## src/rtl/frame_writer.sv

```systemverilog
// ============================================================================
// Module  : frame_writer
// Brief   : Sprite blitter copying a ROM sprite into a 640x480 frame buffer,
//           clipping off-screen pixels. Optional macro:
//           FRAME_WRITER_TRANSPARENCY_EN (suppress TRANSPARENT_CODE pixels).
// Revision: 1.0
// ============================================================================
`default_nettype none

module frame_writer #(
    parameter int                SCREEN_W         = 640,
    parameter int                SCREEN_H         = 480,
    parameter int                ADDR_W           = 19,
    parameter int                PIX_W            = 8,
    parameter int                SPR_ADDR_W       = 12,
    parameter int                DIM_W            = 7,
    parameter logic [PIX_W-1:0]  TRANSPARENT_CODE = 8'h00
) (
    input  logic                  Clk,
    input  logic                  Reset,
    input  logic                  start,
    input  logic [10:0]           dst_x,
    input  logic [10:0]           dst_y,
    input  logic [DIM_W-1:0]      spr_w,
    input  logic [DIM_W-1:0]      spr_h,
    input  logic [SPR_ADDR_W-1:0] spr_base,
    output logic [SPR_ADDR_W-1:0] spr_rdAddress,
    input  logic [PIX_W-1:0]      spr_data,
    output logic [ADDR_W-1:0]     frame_wrAddress,
    output logic [PIX_W-1:0]      frame_input,
    output logic                  frame_we,
    output logic                  busy,
    output logic                  done
);

    localparam int                     RB_W        = 22;
    localparam logic signed [11:0]     C_SCR_W     = 12'(SCREEN_W);
    localparam logic signed [11:0]     C_SCR_H     = 12'(SCREEN_H);
    localparam logic signed [RB_W-1:0] C_STRIDE    = RB_W'(SCREEN_W);
    localparam logic [RB_W-1:0]        C_FRAME_PIX = RB_W'(SCREEN_W * SCREEN_H);
`ifdef FRAME_WRITER_TRANSPARENCY_EN
    localparam logic                   C_TRANSP_EN = 1'b1;
`else
    localparam logic                   C_TRANSP_EN = 1'b0;
`endif

    typedef enum logic [2:0] {
        S_IDLE  = 3'd0,
        S_SETUP = 3'd1,
        S_RUN   = 3'd2,
        S_FLUSH = 3'd3,
        S_DONE  = 3'd4
    } state_t;

    state_t                  r_state;
    state_t                  w_next;

    logic [10:0]             r_dst_x;
    logic [10:0]             r_dst_y;
    logic [DIM_W-1:0]        r_w;
    logic [DIM_W-1:0]        r_h;
    logic [SPR_ADDR_W-1:0]   r_base;
    logic [SPR_ADDR_W-1:0]   r_ptr;
    logic [DIM_W-1:0]        r_col;
    logic [DIM_W-1:0]        r_row;
    logic signed [RB_W-1:0]  r_rowbase;
    logic                    r_vis;
    logic [ADDR_W-1:0]       r_addr;

    logic signed [RB_W-1:0]  w_y_ext;
    logic signed [RB_W-1:0]  w_setup_rowbase;
    logic signed [11:0]      w_px;
    logic signed [11:0]      w_py;
    logic signed [RB_W-1:0]  w_addr_full;
    logic                    w_vis;
    logic                    w_col_last;
    logic                    w_last;
    logic                    w_wr_phase;
    logic                    w_we;

    // Row base = y*640 built from shifts so no multiplier is needed.
    assign w_y_ext         = {{(RB_W-11){r_dst_y[10]}}, r_dst_y};
    assign w_setup_rowbase = (w_y_ext <<< 9) + (w_y_ext <<< 7);

    assign w_px        = {r_dst_x[10], r_dst_x} + {5'd0, r_col};
    assign w_py        = {r_dst_y[10], r_dst_y} + {5'd0, r_row};
    assign w_addr_full = r_rowbase + {{(RB_W-12){w_px[11]}}, w_px};
    assign w_vis       = !w_px[11] && (w_px < C_SCR_W) &&
                         !w_py[11] && (w_py < C_SCR_H) &&
                         ($unsigned(w_addr_full) < C_FRAME_PIX);

    assign w_col_last = (r_col == r_w - DIM_W'(1));
    assign w_last     = w_col_last && (r_row == r_h - DIM_W'(1));

    always_ff @(posedge Clk or posedge Reset) begin
        if (Reset) begin
            r_state <= S_IDLE;
        end else begin
            r_state <= w_next;
        end
    end

    always_comb begin
        w_next = r_state;
        case (r_state)
            S_IDLE:  if (start) w_next = S_SETUP;
            S_SETUP: w_next = ((r_w == '0) || (r_h == '0)) ? S_DONE : S_RUN;
            S_RUN:   if (w_last) w_next = S_FLUSH;
            S_FLUSH: w_next = S_DONE;
            S_DONE:  w_next = S_IDLE;
            default: w_next = S_IDLE;
        endcase
    end

    always_ff @(posedge Clk or posedge Reset) begin
        if (Reset) begin
            r_dst_x   <= '0;
            r_dst_y   <= '0;
            r_w       <= '0;
            r_h       <= '0;
            r_base    <= '0;
            r_ptr     <= '0;
            r_col     <= '0;
            r_row     <= '0;
            r_rowbase <= '0;
            r_vis     <= 1'b0;
            r_addr    <= '0;
        end else begin
            case (r_state)
                S_IDLE: begin
                    if (start) begin
                        r_dst_x <= dst_x;
                        r_dst_y <= dst_y;
                        r_w     <= spr_w;
                        r_h     <= spr_h;
                        r_base  <= spr_base;
                    end
                end
                S_SETUP: begin
                    r_col     <= '0;
                    r_row     <= '0;
                    r_ptr     <= r_base;
                    r_rowbase <= w_setup_rowbase;
                end
                S_RUN: begin
                    r_ptr <= r_ptr + SPR_ADDR_W'(1);
                    if (w_col_last) begin
                        r_col     <= '0;
                        r_row     <= r_row + DIM_W'(1);
                        r_rowbase <= r_rowbase + C_STRIDE;
                    end else begin
                        r_col <= r_col + DIM_W'(1);
                    end
                end
                default: ;
            endcase
            // Aligns the write with the ROM's one-cycle read latency.
            r_vis  <= (r_state == S_RUN) && w_vis;
            r_addr <= w_addr_full[ADDR_W-1:0];
        end
    end

    assign w_wr_phase = (r_state == S_RUN) || (r_state == S_FLUSH);
    assign w_we       = r_vis && w_wr_phase &&
                        !(C_TRANSP_EN && (spr_data == TRANSPARENT_CODE));

    assign frame_we        = w_we;
    assign frame_wrAddress = w_we ? r_addr : '0;
    assign frame_input     = w_we ? spr_data : '0;
    assign spr_rdAddress   = (r_state == S_RUN) ? r_ptr : '0;
    assign busy            = (r_state == S_SETUP) || w_wr_phase;
    assign done            = (r_state == S_DONE);

endmodule

`default_nettype wire

```

## config.mk

```make
export PLATFORM = sky130hd
export DESIGN_NAME = frame_writer
export DESIGN_NICKNAME = d
export VERILOG_FILES = /design/src/rtl/frame_writer.sv
export SDC_FILE = /design/constraint.sdc
export NUM_CORES = 1
export LEC_CHECK = 0
export ABC_AREA = 1
export CAP_MARGIN = 20
export CORE_MARGIN = 2
export CORE_UTILIZATION = 51
export CTS_CLUSTER_SIZE = 16
export DETAILED_ROUTE_END_ITERATION = 10
export PLACE_DENSITY_LB_ADDON = 0.3
export SLEW_MARGIN = 40
export SYNTH_ARGS = -nofsm -noshare
export SYNTH_HDL_FRONTEND = slang
export SYNTH_SLANG_ARGS = --single-unit
```

## constraint.sdc

```tcl
create_clock -name Clk -period 4.1 [get_ports Clk]
set_clock_uncertainty 0.15 [all_clocks]
set_input_delay 0.82 -clock Clk [delete_from_list [all_inputs] [get_ports Clk]]
set_output_delay 0.82 -clock Clk [all_outputs]
set_load 0.01 [all_outputs]
```

==> summary.md, run 1 <==
| Metric | Value |
|---|---|
| Synthesis-stage register bit count | `about 110` |
| Worst Setup SP | `r_col[0]$_DFFE_PP0P_` |
| H-tree depth | `3` |
| Outcome | `finished clean` |
| Cell taking the most area after synthesis | `dfrtp_1` |
| Synth Area per Inst | `7.70 um2` |
| WHS | `359 ps` |
| Hold Buf Count CTS | `0` |
| Core Rows | `between 40 and 50` |
| DR iter-0 viols | `between 300 and 400` |
| Slowest-stage cell, CP | `dfrtp_1` |
| WP data required | `4240 ps` |
| Final ANT Viol Nets | `0` |
| Final core occ | `62.8%` |
| Critical Path Sink | `r_vis$_DFF_PP0_` |
| Ports | `101` |
| Placed inst area | `8750 um2` |
| Mapped Area | `7540 um2` |
| HP Class | `register to register` |
| Peak VDD IR | `372 uV` |
| CP max stage delay | `roughly 490 ps` |
| Worst setup EP type | `register` |
| Synth top cells by count | `nand2_1 (186), inv_1 (142), nor2_1 (122), dfrtp_1 (112), a21oi_1 (66)` |
| CP max FO | `6` |
| Overflow after GRT | `0` |
| Routed wire length | `17.5 mm` |
| Startpoint types | `register` |
| Depth of the most critical reg-to-reg path | `20` |
| Ant. Diodes | `0` |
| Post-synth ARST share | `between 90% and 100%` |
| Vias in the first global route | `6371` |
| First-pass GRT wire length | `a little under 30 mm` |
| CP arrival | `3950 ps` |
| Worst Path Buf+Inv | `3` |
| Initial antenna violation count | `0` |
| R2R Path End | `r_vis$_DFF_PP0_` |
| Die H | `126 um` |
| Crit Path Class | `register to register` |
| Port bufs | `100` |
| Final setup vio count | `0` |
| Leak Pwr | `0.00438 uW` |
| Fin crit share | `92.9%` |
| Register area share after synthesis | `37.2%` |
| Fmax | `262 MHz` |
| Max-capacitance violation count | `0` |
| RSZ-0062 raised after global routing | `no` |
| Postcts setup bufs | `0` |
| Post-synth top area share | `37.2%` |
| First-pass DRT Iterations | `7` |
| Slew headroom | `between 50% and 60%` |
| CTS buffer count | `9` |
| Pin count of the biggest net entering global routing | `54` |
| CP top delay family | `adder cells` |
| Routability cong. | `0.913` |
| Yosys warnings | `0` |
| Core Box Area | `14500 um2` |
| Setup TNS | `0 ps` |
| Reg2reg start | `r_col[0]$_DFFE_PP0P_` |
| Dpl hpwl | `13.2 mm` |
| All-Layer GR Usage | `22.8%` |
| WL/cell | `13.8 um` |
| Clk buf depth | `2` |
| Crit-path cells | `ha_1, inv_1, fa_1, inv_1, nand2_1, nand3_1, nand2_1, nand2_1, nand2_1, xor2_1, inv_1, ha_1, nand3_1, nand2_1, a21oi_1, o211ai_1, xor2_1, a21oi_1, nand3_1, a21oi_1` |
| Initial Util | `52.1%` |
| Fin crit period | `about 3800 ps` |
| Die Width | `126 um` |
| Ratio of cells with drive above 1 in the final layout | `7.86%` |
| Fin area | `9090 um2` |
| Via density | `5.23` |
| Worst Slack Setup Final | `289 ps` |
| Setup slack, reg-to-reg | `290 ps` |
| Slew Viols, Final | `0` |
| Critical path depth in cells | `20` |
| Fin. Hold Viols | `0` |
| P&R area growth vs syn | `20.5%` |
| Post-synth EDFFs | `0` |
| CTS root buf | `clkbuf_16` |
| Clk sinks | `~110` |
| Distinct cell type count after synthesis | `49` |
| Power density cells | `approximately 800 nW/um2` |
| Nets | `1183` |
| Worst slack, placed | `between 400 and 500 ps` |
| CTS resizes | `0` |
| TritonCTS clock tree | `built` |
| Via count | `roughly 6.6k` |
| Worst-Skew Late Latency | `370 ps` |
| Clk slew on worst S/H paths | `80 ps` |
| Critical Path Most Common Cell | `nand2_1` |
| Post-synth top flop | `dfrtp_1` |
| DIE AREA | `15800 um2` |
| Syn Nets | `1086` |
| Largest cells by area after synthesis | `dfrtp_1 (37%), nand2_1 (9.3%), ha_1 (7.5%)` |
| Mapped Cells | `980` |
| Top-count cell post-synth | `nand2_1` |
| Worst slew pin tran | `642 ps` |
| # DRC | `0` |
[worst min-delay path by stage]
stage	from	endpoint	cells past startpoint	slack (ps)
floorplan	r_base[3]$_DFFE_PP0P_	r_ptr[3]$_DFFE_PP0P_	2	300
global placement	r_base[3]$_DFFE_PP0P_	r_ptr[3]$_DFFE_PP0P_	2	310
detailed placement	r_base[3]$_DFFE_PP0P_	r_ptr[3]$_DFFE_PP0P_	2	330
CTS	r_base[3]$_DFFE_PP0P_	r_ptr[3]$_DFFE_PP0P_	2	350
global route	r_base[3]$_DFFE_PP0P_	r_ptr[3]$_DFFE_PP0P_	2	380
finish	r_base[7]$_DFFE_PP0P_	r_base[7]$_DFFE_PP0P_	1	360
[registers in the layout, indices dropped and copies added (netlist names)]
| signal | cells |
|---|---|
| r_addr | 19 |
| r_rowbase | 15 |
| r_base | 12 |
| r_ptr | 12 |
| r_dst_x | 11 |
| r_dst_y | 11 |
| r_col | 7 |
| r_h | 7 |
| r_row | 7 |
| r_w | 7 |
| r_state | 3 |
| r_vis | 1 |
[placed cells by master, fill, tap and decap left out, types with 3 or more instances in the layout]
master	instances
buf_4	6
xor2_1	32
nand3b_1	4
o211ai_1	5
mux2_2	34
clkbuf_16	9
o22ai_1	8
a21oi_1	66
a32oi_1	3
nand3_2	6
dfrtp_1	112
clkdlybuf4s50_1	100
o2111ai_1	3
o221ai_1	3
or2_2	5
inv_2	5
nor2_1	122
nand3_1	54
nand4_1	11
ha_1	45
nor3_1	19
inv_1	141
o21ai_1	6
xnor2_1	15
nor2_2	3
nand2_1	186
o21ai_0	41
[per-layer routing]
| metal | vias up | routed length [um] | global-route usage (%) |
|---|---|---|---|
| met5 | - | 0 | 0 |
| met2 | 154 | 8550 | 39.4 |
| met1 | 3063 | 7970 | 29.6 |
| li1 | 3384 | - | - |
| met4 | 0 | 295 | 7.84 |
| met3 | 19 | 720 | 3.06 |
[kinds of logic after synthesis]
logic type | share of synthesized area [%]
mux | 5.08
xor+xnor | 5.89
compound gates | 11.6
flops | 37.2
simple gates | 23.6
fa+ha+maj | 7.99
buf+inv | 8.59
other cells | 0.0497
[layout make-up]
class                           instances  area, um2
Tap cell                              184        230
Sequential cell                       112       2800
Timing Repair Buffer                  107       1070
Fill cell                            1300       5390
Inverter                              147        554
Multi-Input combinational cell        700       4100
Clock buffer                           11        253
Clock inverter                          5       85.1
[metrics by stage]
stage | instances | power, uW
detailed placement | 1250 | 6250
global route | 1266 | 7990
finish | 1266 | 7300
floorplan | 980 | 5230
global placement | 1250 | 6140
CTS | 1266 | 7290
[where the power goes]
part	switching [uW]	internal, uW
sequential	440	1630
combinational	2540	1680
clock	426	574
total	3410	3890
Note: power is estimated with default switching activity, not from simulation.
==> run 2: changes to the inputs <==
- CORE_UTILIZATION: 51 -> 55
- DONT_BUFFER_PORTS: not set -> 1
==> run 2 against run 1 <==
- wire length is 5.9% lower
- critical endpoint unchanged
- fmax up 1.4%
- flip-flop and latch count is the same
- die area fell by 7.1%
- global-route usage up 0.97 points
==> summary.md, run 2 (synthesized netlist as in run 1, its figures left out) <==
| Metric | Value |
|---|---|
| TritonCTS clock tree | `built` |
| RSZ-0062 raised after global routing | `no` |
| CTS root buf | `clkbuf_16` |
| Clk buf depth | `2` |
| HP Class | `input pin to asynchronous set/reset pin` |
| Largest reg by FF count | `r_addr` |
| Pint | `around 3600 uW` |
| Startpoint types | `register` |
| Outcome | `finished clean` |
| Core Box Area | `13300 um2` |
| CTS resizes | `0` |
| Slew headroom | `a little over half` |
| Port bufs | `0` |
| Overflow after GRT | `0` |
| Fin crit share | `91.7%` |
| Crit-path cells | `ha_1, nand3_1, nand2_1, nand4_1, nand2_1, nand3_1, nand2_1, clkinvlp_4, ha_1, a21oi_2, o21ai_0, a21oi_1, nor2_1, nor2_1, a21oi_1, nor2_1, nand3_1, a21oi_1` |
| # fillers | `1235` |
| Number of flip-flops in the largest register | `19` |
| Peak VDD IR | `388 uV` |
| Flop pwr share | `29.7%` |
| H-tree depth | `3` |
| Worst slew pin tran | `between 700 and 800 ps` |
| Clk sinks | `112` |
| Core Rows | `42` |
| First-pass GRT wire length | `27.7 mm` |
| Initial Util | `56.7%` |
| Depth of the most critical reg-to-reg path | `18` |
| WL/cell | `14.3 um` |
| # DRC | `0` |
| Fin crit period | `3760 ps` |
| Setup TNS | `0 ps` |
| Slowest-stage cell, CP | `dfrtp_1` |
| Slew Viols, Final | `0` |
| CP arrival | `3890 ps` |
| Worst-Skew Late Latency | `360 ps` |
| Psw | `3340 uW` |
| Most common cell after layout, fill and taps aside | `nand2_1` |
| Clock power frac | `about an eighth` |
| Multi-input logic area | `between 4000 and 5000 um2` |
| CP max FO | `11` |
| WP data required | `~4200 ps` |
| Vias in the first global route | `between 5k and 6k` |
| Most frequent cells in the layout | `nand2_1 (186), inv_1 (140), nor2_1 (122), dfrtp_1 (112), a21oi_1 (65)` |
| DIE AREA | `14700 um2` |
| Clk slew on worst S/H paths | `70 ps` |
| Die H | `121 um` |
| Initial antenna violation count | `0` |
| Final Power | `6950 uW` |
| DR iter-0 viols | `307` |
| Nets | `1082` |
| Routed wire length | `16.5 mm` |
| Hold Buf Count CTS | `0` |
| Setup slack, reg-to-reg | `340 ps` |
| Leak Pwr | `about 0.004 uW` |
| Via density | `between 5 and 6` |
| Ports | `101` |
| Routability cong. | `0.895` |
| All-Layer GR Usage | `23.8%` |
| First-pass DRT Iterations | `5` |
| Final ANT Viol Nets | `0` |
| Reg2reg start | `r_col[2]$_DFFE_PP0P_` |
| Fmax | `266 MHz` |
| Dpl hpwl | `12.7 mm` |
| Postcts setup bufs | `0` |
| Ant. Diodes | `0` |
| R2R Path End | `r_vis$_DFF_PP0_` |
| Worst setup EP type | `register` |
| CTS buffer count | `9` |
| Ratio of cells with drive above 1 in the final layout | `8.67%` |
| Fin. Hold Viols | `0` |
| Reg area | `2800 um2` |
| Final core occ | `slightly above 60%` |
| P&R area growth vs syn | `6.45%` |
| Pin count of the biggest net entering global routing | `between 60 and 70` |
| Max-capacitance violation count | `0` |
| Power density cells | `865 nW/um2` |
| Largest registers | `r_addr (19), r_rowbase (15)` |
| Final setup vio count | `0` |
| Die Width | `121 um` |
| CP max stage delay | `440 ps` |
| Via count | `~6.2k` |
| Combinational share of power | `58.3%` |
| Sw Ratio | `between 40% and 50%` |
| Crit Path Class | `register to register` |
==> run 2: metrics by stage <==
step,hold WS (ps),cell area (um2),setup slack [ps],std cells
2_1_floorplan,304,7540,171,980
3_3_place_gp,312,7720,557,1140
3_5_place_dp,324,7750,405,1141
4_1_cts,192,8020,389,1156
5_1_grt,205,8030,50.7,1156
6_report,179,8030,341,1156
==> run 2: per-layer routing <==
metal | track usage (%) | vias up | wire length (um)
li1 | - | 3197 | -
met1 | 31.8 | 2832 | 7770
met2 | 39.4 | 136 | 7730
met3 | 3.43 | 17 | 713
met4 | 8.50 | 0 | 268
met5 | 0 | - | 0
==> run 2: power groups by stage <==
stage / Clock, uW / Combinational [uW] / Sequential (uW)
after floorplan: 0 / 3290 / 1940
after global placement: 0 / 3950 / 2070
after detailed placement: 0 / 4010 / 2080
after CTS: 853 / 4030 / 2060
after global routing: 892 / 4670 / 2130
final: 837 / 4050 / 2060
==> run 2: layout make-up <==
type                       count  area share (%)
timing repair buffer           6           0.873
clock buffer                  11            3.02
tap                          176            2.74
clock inverter                 4           0.374
inverter                     147            6.95
multi-input combinational    700            51.1
sequential                   112            34.9
==> run 2: how the worst max path moves through the flow <==
stage          slack, ps            startpoint                   to  cells after the start
6_report             340  r_col[2]$_DFFE_PP0P_      r_vis$_DFF_PP0_                     18
5_1_grt               50  r_col[2]$_DFFE_PP0P_      r_vis$_DFF_PP0_                     18
4_1_cts              390  r_col[2]$_DFFE_PP0P_      r_vis$_DFF_PP0_                     18
3_5_place_dp         400  r_col[4]$_DFFE_PP0P_      r_vis$_DFF_PP0_                     17
3_3_place_gp         560  r_col[0]$_DFFE_PP0P_      r_vis$_DFF_PP0_                     23
2_1_floorplan        170                 Reset  r_addr[0]$_DFF_PP0_                      1
==> run 2: critical path, delay by kind of cell (launching register included) <==
kind | cells | cell delay (ps)
compound gates | 5 | 850
simple gates | 10 | 1130
fa+ha+maj | 2 | 810
flops | 1 | 440
buf+inv | 1 | 260
